===== src/rtl/uart_pkg.sv =====
// Shared types and helpers for the uart2 receive front end.
package uart_pkg;

  typedef enum logic [2:0] {
    IDLE,
    START,
    DATA,
    PARITY,
    STOP,
    BREAK
  } rx_state_t;

  // Clocks per bit, rounded to nearest.
  function automatic int unsigned bit_clks(input int unsigned clk_hz, input int unsigned baud);
    return (clk_hz + baud / 2) / baud;
  endfunction

endpackage


===== src/rtl/byte_fifo.sv =====
// First-word-fall-through byte FIFO; simultaneous push/pop allowed, even when full.
module byte_fifo #(
  parameter int unsigned DEPTH = 16
) (
  input  logic                     clk,
  input  logic                     rst,
  input  logic                     push,
  input  logic [7:0]               push_data,
  input  logic                     pop,
  output logic [7:0]               head,
  output logic [$clog2(DEPTH):0]   count,
  output logic                     full,
  output logic                     empty
);

  localparam int unsigned AW = $clog2(DEPTH);

  logic [7:0]    mem [DEPTH];
  logic [AW-1:0] wr_ptr;
  logic [AW-1:0] rd_ptr;
  logic          do_push;
  logic          do_pop;

  assign empty   = (count == '0);
  assign full    = (count == (AW+1)'(DEPTH));
  assign do_pop  = pop && !empty;
  // A pop in the same cycle frees the slot the push needs.
  assign do_push = push && (!full || do_pop);
  assign head    = mem[rd_ptr];

  always_ff @(posedge clk or posedge rst) begin
    if (rst) begin
      for (int unsigned i = 0; i < DEPTH; i++) mem[i] <= '0;
      wr_ptr <= '0;
      rd_ptr <= '0;
      count  <= '0;
    end else begin
      if (do_push) begin
        mem[wr_ptr] <= push_data;
        wr_ptr      <= wr_ptr + 1'b1;
      end
      if (do_pop) rd_ptr <= rd_ptr + 1'b1;
      case ({do_push, do_pop})
        2'b10:   count <= count + 1'b1;
        2'b01:   count <= count - 1'b1;
        default: count <= count;
      endcase
    end
  end

endmodule


===== src/rtl/uart_rx_fifo.sv =====
// uart2 receiver: synchroniser, 8N1 deserialiser, FWFT byte FIFO, sticky errors.
// Define UART_RX_PARITY_EN for 8E1 frames with parity checking.
module uart_rx_fifo
  import uart_pkg::*;
#(
  parameter int unsigned CLK_HZ     = 50_000_000,
  parameter int unsigned BAUD       = 115200,
  parameter int unsigned FIFO_DEPTH = 16
) (
  input  logic                          sys_clk,
  input  logic                          sys_rst,
  input  logic                          uart_rxd,
  input  logic                          rd_en,
  output logic [7:0]                    rd_data,
  output logic                          rd_valid,
  output logic [$clog2(FIFO_DEPTH):0]   fifo_count,
  output logic                          overrun,
  output logic                          frame_err,
  output logic                          parity_err,
  input  logic                          err_clr
);

  localparam int unsigned BIT_CLKS  = bit_clks(CLK_HZ, BAUD);
  localparam int unsigned HALF_CLKS = BIT_CLKS / 2;
  localparam int unsigned CNT_W     = $clog2(BIT_CLKS + 1);
  localparam logic [CNT_W-1:0] BIT_LOAD  = CNT_W'(BIT_CLKS - 1);
  localparam logic [CNT_W-1:0] HALF_LOAD = CNT_W'(HALF_CLKS - 1);

  logic             rx_meta;
  logic             rxs;
  rx_state_t        state;
  logic [CNT_W-1:0] cnt;
  logic [2:0]       bit_idx;
  logic [7:0]       shift;
  logic             push;
  logic             fifo_full;
  logic             fifo_empty;
  logic             ovr_set;

  always_ff @(posedge sys_clk or posedge sys_rst) begin
    if (sys_rst) begin
      rx_meta <= 1'b1;
      rxs     <= 1'b1;
    end else begin
      rx_meta <= uart_rxd;
      rxs     <= rx_meta;
    end
  end

`ifdef UART_RX_PARITY_EN
  logic par_bad;
`endif

  // Counter counts down to zero; each state samples rxs on the zero cycle.
  always_ff @(posedge sys_clk or posedge sys_rst) begin
    if (sys_rst) begin
      state     <= IDLE;
      cnt       <= '0;
      bit_idx   <= '0;
      shift     <= '0;
      push      <= 1'b0;
      frame_err <= 1'b0;
`ifdef UART_RX_PARITY_EN
      par_bad    <= 1'b0;
      parity_err <= 1'b0;
`endif
    end else begin
      push <= 1'b0;
      if (err_clr) begin
        frame_err <= 1'b0;
`ifdef UART_RX_PARITY_EN
        parity_err <= 1'b0;
`endif
      end
      case (state)
        IDLE: begin
          if (!rxs) begin
            cnt   <= HALF_LOAD;
            state <= START;
          end
        end
        START: begin
          if (cnt != '0) cnt <= cnt - 1'b1;
          else if (!rxs) begin
            cnt     <= BIT_LOAD;
            bit_idx <= '0;
            state   <= DATA;
          end else state <= IDLE;
        end
        DATA: begin
          if (cnt != '0) cnt <= cnt - 1'b1;
          else begin
            shift   <= {rxs, shift[7:1]};
            cnt     <= BIT_LOAD;
            bit_idx <= bit_idx + 3'd1;
            if (bit_idx == 3'd7) begin
`ifdef UART_RX_PARITY_EN
              state <= PARITY;
`else
              state <= STOP;
`endif
            end
          end
        end
`ifdef UART_RX_PARITY_EN
        PARITY: begin
          if (cnt != '0) cnt <= cnt - 1'b1;
          else begin
            par_bad <= (rxs != ^shift);
            if (rxs != ^shift) parity_err <= 1'b1;
            cnt   <= BIT_LOAD;
            state <= STOP;
          end
        end
`endif
        STOP: begin
          if (cnt != '0) cnt <= cnt - 1'b1;
          else if (!rxs) begin
            frame_err <= 1'b1;
            state     <= BREAK;
          end else begin
`ifdef UART_RX_PARITY_EN
            push <= !par_bad;
`else
            push <= 1'b1;
`endif
            state <= IDLE;
          end
        end
        BREAK: begin
          if (rxs) state <= IDLE;
        end
        default: state <= IDLE;
      endcase
    end
  end

`ifndef UART_RX_PARITY_EN
  assign parity_err = 1'b0;
`endif

  byte_fifo #(
    .DEPTH(FIFO_DEPTH)
  ) u_fifo (
    .clk      (sys_clk),
    .rst      (sys_rst),
    .push     (push),
    .push_data(shift),
    .pop      (rd_en),
    .head     (rd_data),
    .count    (fifo_count),
    .full     (fifo_full),
    .empty    (fifo_empty)
  );

  assign rd_valid = !fifo_empty;
  assign ovr_set  = push && fifo_full && !(rd_en && !fifo_empty);

  always_ff @(posedge sys_clk or posedge sys_rst) begin
    if (sys_rst)      overrun <= 1'b0;
    else if (ovr_set) overrun <= 1'b1;
    else if (err_clr) overrun <= 1'b0;
  end

endmodule


===== config.mk =====
export PLATFORM = sky130hd
export DESIGN_NAME = uart_rx_fifo
export DESIGN_NICKNAME = d
export VERILOG_FILES = /design/src/rtl/uart_pkg.sv /design/src/rtl/byte_fifo.sv /design/src/rtl/uart_rx_fifo.sv
export SDC_FILE = /design/constraint.sdc
export NUM_CORES = 1
export LEC_CHECK = 0
export BUFFER_PORTS_ARGS = -buffer_cell sky130_fd_sc_hd__buf_2
export CORE_MARGIN = 4
export CORE_UTILIZATION = 55
export DETAILED_ROUTE_END_ITERATION = 8
export PLACE_DENSITY_LB_ADDON = 0.15
export SYNTH_ARGS = -nofsm -noshare
export SYNTH_HDL_FRONTEND = slang
export SYNTH_SLANG_ARGS = --single-unit

===== constraint.sdc =====
create_clock -name sys_clk -period 11.75 [get_ports sys_clk]
set_input_delay 2.35 -clock sys_clk [delete_from_list [all_inputs] [get_ports sys_clk]]
set_output_delay 2.35 -clock sys_clk [all_outputs]
set_load 0.05 [all_outputs]

Word-level counts from Yosys, hierarchy flattened
Index checks and enable logic that the tools add are counted.
- $add $sub $neg: 6
- order comparisons: 3
- eq/ne operators: 17
- mux-type cells: 35
- bitwise logic cells: 3
- reduce and logical (&&, ||, !) cells: 20
- operators with widths (operator ; count):
    128-bit bitwise mux ; 1
    9-bit two-way mux ; 5
    9-bit case mux with 4 select lines ; 1
    8-bit binary-select mux with 4-bit select ; 1
    8-bit demux with 4-bit select ; 1
    3-bit two-way mux ; 10
    8-bit two-way mux ; 3
    2-bit != test, second input constant ; 8
    3-bit case mux with 5 select lines ; 1
    5-bit greater-or-equal comparator, second input constant ; 2
    4-bit inverter with 5-bit output ; 2
    5-bit case mux with 2 select lines ; 1
    3-bit == test, second input constant ; 3
    1-bit two-way mux ; 9
    9-bit nonzero test ; 1
    9-bit by 1-bit subtractor with 9-bit output, second input constant ; 1
    4-bit by 1-bit adder with 4-bit output, second input constant ; 2
    4-bit AND reduction ; 2
    3-bit case mux with 2 select lines ; 1
    6-bit AND reduction ; 1
    2-bit nonzero test ; 3
    5-bit by 1-bit adder with 5-bit output, second input constant ; 1
    5-bit == test, second input constant ; 1
    1-bit logical AND ; 5
    other kinds (16) ; 18
- flip-flop bits (word level): 169
- word-level logic and storage cells: 112

Longest topological paths before layout
- depth after elaboration: 7
- gate-level depth with buffers: 14
- depth with buffers taken out: 10

By module
Synthesis repeated with hierarchy kept, for this count alone.
- cells, all modules: 592
- area, all modules: 8388.0 sq um
- by module, submodules not included (module ; times used ; cells an instance ; area each (sq um)):
    byte_fifo ; 1 ; 435 ; 6935.4
    uart_rx_fifo ; 1 ; 157 ; 1452.6

Worst setup path before layout
OpenSTA, ideal clock, no wires.
- path type: input-to-reg
- start point: input rd_en
- end point: register u_fifo.count[4]
- library setup time: 0.080 ns
- arrival: 4.718 ns
- required time: 11.670 ns
- setup slack: 6.952 ns
- stages: 13
- path buffers: 3
- cells stage by stage: inv_1 > and3_1 > buf_6 > buf_8 > or2b_1 > ha_1 > clkbuf_1 > xor2_1 > ha_1 > a21oi_1 > or3b_2 > a31oi_1 > xnor2_1
- word-level cells in the longest chain between the ends: 5
- ends and longest elaborated chain (item ; RTL line ; RTL):
    start, declared ; uart_rx_fifo.sv:13 ; input logic rd_en,
    1-bit logical AND (*) ; byte_fifo.sv:26 ; assign do_pop = pop && !empty;
    1-bit logical OR ; byte_fifo.sv:28 ; assign do_push = push && (!full || do_pop);
    1-bit logical AND ; byte_fifo.sv:28 ;
    2-bit by 1-bit == test with 1-bit output or 2-bit == test (tied branches) ; byte_fifo.sv:43 ; case ({do_push, do_pop})
    5-bit case mux with 2 select lines or 2-bit nonzero test (tied branches) ; n/a ;
    end signal, assigned ; byte_fifo.sv:44 ; 2'b10: count <= count + 1'b1;
    end signal, assigned ; byte_fifo.sv:45 ; 2'b01: count <= count - 1'b1;
    end signal, assigned ; byte_fifo.sv:46 ; default: count <= count;
    end, declared ; byte_fifo.sv:11 ; output logic [$clog2(DEPTH):0] count,
Every way passes the cells marked *; elsewhere a longest branch is shown, timed or not.
A chain may end at the register's enable or synchronous reset.

Worst setup path in the final report
- start point: register u_fifo.rd_ptr[0]
- end point: output rd_data[2]
- word-level cells in the longest chain between the ends: 4
- ends and longest elaborated chain (item ; RTL line ; RTL):
    start, declared ; byte_fifo.sv:20 ; logic [AW-1:0] rd_ptr;
    start signal, assigned ; byte_fifo.sv:42 ; if (do_pop) rd_ptr <= rd_ptr + 1'b1;
    4-bit inverter with 5-bit output (implied by the code) ; byte_fifo.sv:29 ; assign head = mem[rd_ptr];
    8-bit binary-select mux with 4-bit select ; byte_fifo.sv:29 ;
    8-bit two-way mux (implied by the code) (2 in series) ; byte_fifo.sv:29 ;
    end, declared ; uart_rx_fifo.sv:14 ; output logic [7:0] rd_data,
No other way between the ends. The select of a mux whose other input is x is not followed.

==> results.py <==
metrics = {
    "setup_path": {
        "critPathCaptureType": "output pin",
        "crit_path_start_kind": "register",
        "cpMostUsedCell": "mux4_2",
        "max_stage_delay_ns": 0.65,
        "path_buf_inv": 2,
        "arrival_ns": 2.88,
        "critPathMaxFanout": 22,
        "required_ns": 9.40,
        "cp_slowest_cell": "dfrtp_2",
        "criticalPathCategory": "register to output pin",
        "cp_top_family": "multiplexers",
        "cp_cell_sequence": "buf_4 -> mux4_2 -> mux4_2 -> buf_2",
    },
    "cells_and_area": {
        "synthToLayoutAreaGrowth_pct": 11.2,
        "fill_cells": 1101,
        "multi_input_area_mm2": 0.00382,
        "layout_common_cells": "dfrtp_1 (166), mux2_2 (138), mux4_2 (40)",
        "final-seq-area_mm2": 0.00423,
        "diodes": 0,
        "post-route-cell-area_mm2": 0.00916,
        "drive_above_1_share_pct": 45.2,
        "final_common_cell": "dfrtp_1",
        "nNetsFinal": 586,
    },
    "timing": {
        "fin_tns_setup_ns": 0,
        "relSlewSlack_pct": 20.0,
        "slew_viol_final": 0,
        "skew_ns": 0.00575,
        "tightestPinTransition_ns": 1.20,
        "rsz0062_at_grt": "false",
        "hold_violations": 0,
        "min_period_ns": 5.23,
        "fmax_mhz": 191,
        "finalSetupViolations": 0,
        "fin_crit_sh_pct": 44.5,
    },
    "synthesis": {
        "ys_ff_latch": 169,
        "synthDominantCellAreaShare_pct": 50.7,
        "synth.avg_cell_area_um2": 14.8,
        "synth_area_leaders": "dfrtp_1 (51%), mux2_2 (19%), mux4_2 (11%)",
        "synth_edf_count": 0,
        "syn_nets": 575,
        "syn-cell-area_mm2": 0.00824,
        "synth_seq_area_share_pct": 51.4,
        "yosysTopAreaCell": "dfrtp_1",
        "ys.flop_type": "dfrtp_1",
        "yosysUniqueCellTypes": 67,
        "async_reset_ff_share_pct": 100,
        "yosysWarnings": 0,
        "syn_inst": 558,
    },
    "status": {
        "outcome": "finished, final reports clean",
    },
    "flow_run": {
        "maxCapViolCount": 0,
    },
    "clock_network": {
        "cts_setup_buffers": 0,
        "clock-sinks": 169,
        "htreeDepth": 4,
        "clock_path_buffers": 2,
        "cts_hold_buf": 0,
        "cts-buffers-inserted": 17,
        "cts_root_buffer": "clkbuf_16",
        "cts_tree": "done",
        "ctsResizeCount": 0,
        "clk_latency_ns": 0.42,
        "clk_pin_slew_ns": 0.06,
    },
    "power": {
        "p_int_w": 0.00113,
        "cellLeakagePower_nw": 4.17,
        "power.density_mw_per_mm2": 168,
        "irDropWorstVdd_v": 0.000182,
        "p_comb_share_pct": 14.1,
        "switchingPower_w": 0.000409,
        "switching_share_pct": 26.6,
        "clockPowerShare_pct": 42.9,
        "seqPwrFrac_pct": 43.0,
    },
    "floorplan": {
        "io_pins": 22,
        "initial_core_util_pct": 56.5,
        "die-height_um": 130,
        "dieArea_mm2": 0.0170,
        "die_w_um": 130,
        "core_area_mm2": 0.0146,
        "num_rows": 44,
    },
    "global_routing": {
        "grt_antenna_before_repair": 0,
        "grt_busiest_layer": "met2",
        "grt_start_max_net_pins": 89,
        "grt_pass1_vias": 5046,
        "grt_use_met3_pct": 4.55,
        "use_met1_pct": 30.1,
        "met2_usage_pct": 36.9,
        "grt_pass1_wl_mm": 28.1,
        "grt_usage_pct": 22.2,
        "gr-total-overflow": 0,
    },
    "placed_design": {
        "numPortBuffers": 20,
        "routabilityCongestion": 0.842,
        "post-dp-hpwl_mm": 10.5,
        "place_area_mm2": 0.00845,
    },
    "routing": {
        "drtPass1Iterations": 4,
        "post_drt_wl_per_cell_um": 22.3,
        "drtIter0Drc": 292,
        "vias_per_cell": 6.21,
        "ant_nets": 0,
        "vias": 4756,
        "drt_wl_total_mm": 17.1,
        "drcViolationCount": 0,
    },
    "min_path": {
        "hp-class": "register to register",
    },
}
[per-layer routing]
metal | share of wire [%] | wire length (um)
met1 | 44 | 7560
met3 | 3.6 | 621
met2 | 50 | 8610
met4 | 1.8 | 308
met5 | 0 | 0
[final cells by class]
type | count | area share [%]
Clock buffer | 20 | 5.09
Clock inverter | 12 | 2.65
Inverter | 11 | 0.505
Multi-Input combinational cell | 347 | 41.7
Sequential cell | 169 | 46.2
Tap cell | 184 | 2.51
Timing Repair Buffer | 23 | 1.34
[cells by family after synthesis]
family / share of synthesized area, %
buffers and inverters: 2.28
flip-flops: 51.4
adder cells (fa/ha/maj): 1.94
multiplexers: 30.1
other: 0.0455
AND/OR/NAND/NOR: 8.50
AO/OA/AOI/OAI: 4.53
XOR/XNOR: 1.28
[flip-flops by register name, indices dropped and copies added, names as in the netlist, 3 cells and up]
name,cells
shift,8
state,3
u_fifo.mem,128
u_fifo.count,5
u_fifo.rd_ptr,4
bit_idx,3
u_fifo.wr_ptr,4
cnt,9
[cells in the mapped netlist, drive strengths merged (4+ instances only)]
master and n:
xor2 6, nor3b 5, or3b 4, inv 11, clkbuf 21, nor2 9, mux4 40, nand2 19
mux2 140, xnor2 6, a211oi 4, nand2b 4, nor3 14, a21oi 13, dfrtp 167, o21ai 7
buf 10, nor4 6, ha 12, nand3 6, nor4b 5
[power groups by stage]
stage	Combinational (W)	Sequential (W)	Clock (W)
2_1_floorplan	0.000183	0.000657	0
3_3_place_gp	0.000218	0.000670	0
3_5_place_dp	0.000222	0.000673	0
4_1_cts	0.000221	0.000662	0.000670
5_1_grt	0.000235	0.000668	0.000698
6_report	0.000217	0.000660	0.000660
[worst reg2reg max path, delay by kind of cell (launching register included)]
| kind | cells | cell delay [ns] |
|---|---|---|
| DFF | 1 | 0.50 |
| xor gates and xnor gates | 2 | 0.32 |
| and+or+nand+nor | 4 | 2.14 |
| adders and majority gates | 2 | 0.59 |
| AOI/OAI and AO/OA | 2 | 0.30 |
[final timing paths]
| check | to | cells after the start | slack, ns | from |
|---|---|---|---|---|
| hold / removal | rxs | 0 | 0.36 | rx_meta |
| hold reg to reg | rxs | 0 | 0.36 | rx_meta |
| min in group asynchronous | u_fifo.mem[78] | 2 | 2.10 | sys_rst |
| setup reg to reg | u_fifo.count[4] | 10 | 7.84 | u_fifo.count[1] |
| max in group asynchronous | u_fifo.rd_ptr[0] | 3 | 8.06 | sys_rst |
| setup / recovery | rd_data[2] | 4 | 6.52 | u_fifo.rd_ptr[0] |
[through the flow]
stage,power (W),hold slack (ns),utilization [%],worst slack [ns],cells
after CTS,0.00155,0.358,62.8,6.43,766
after global routing,0.00160,0.365,62.8,6.34,766
final,0.00154,0.356,62.8,6.52,766
after global placement,0.000888,0.347,57.9,6.33,734
after detailed placement,0.000895,0.352,57.9,6.21,734
after floorplan,0.000839,0.345,-,4.83,558
No activity file was read; power rests on OpenSTA's default activity.
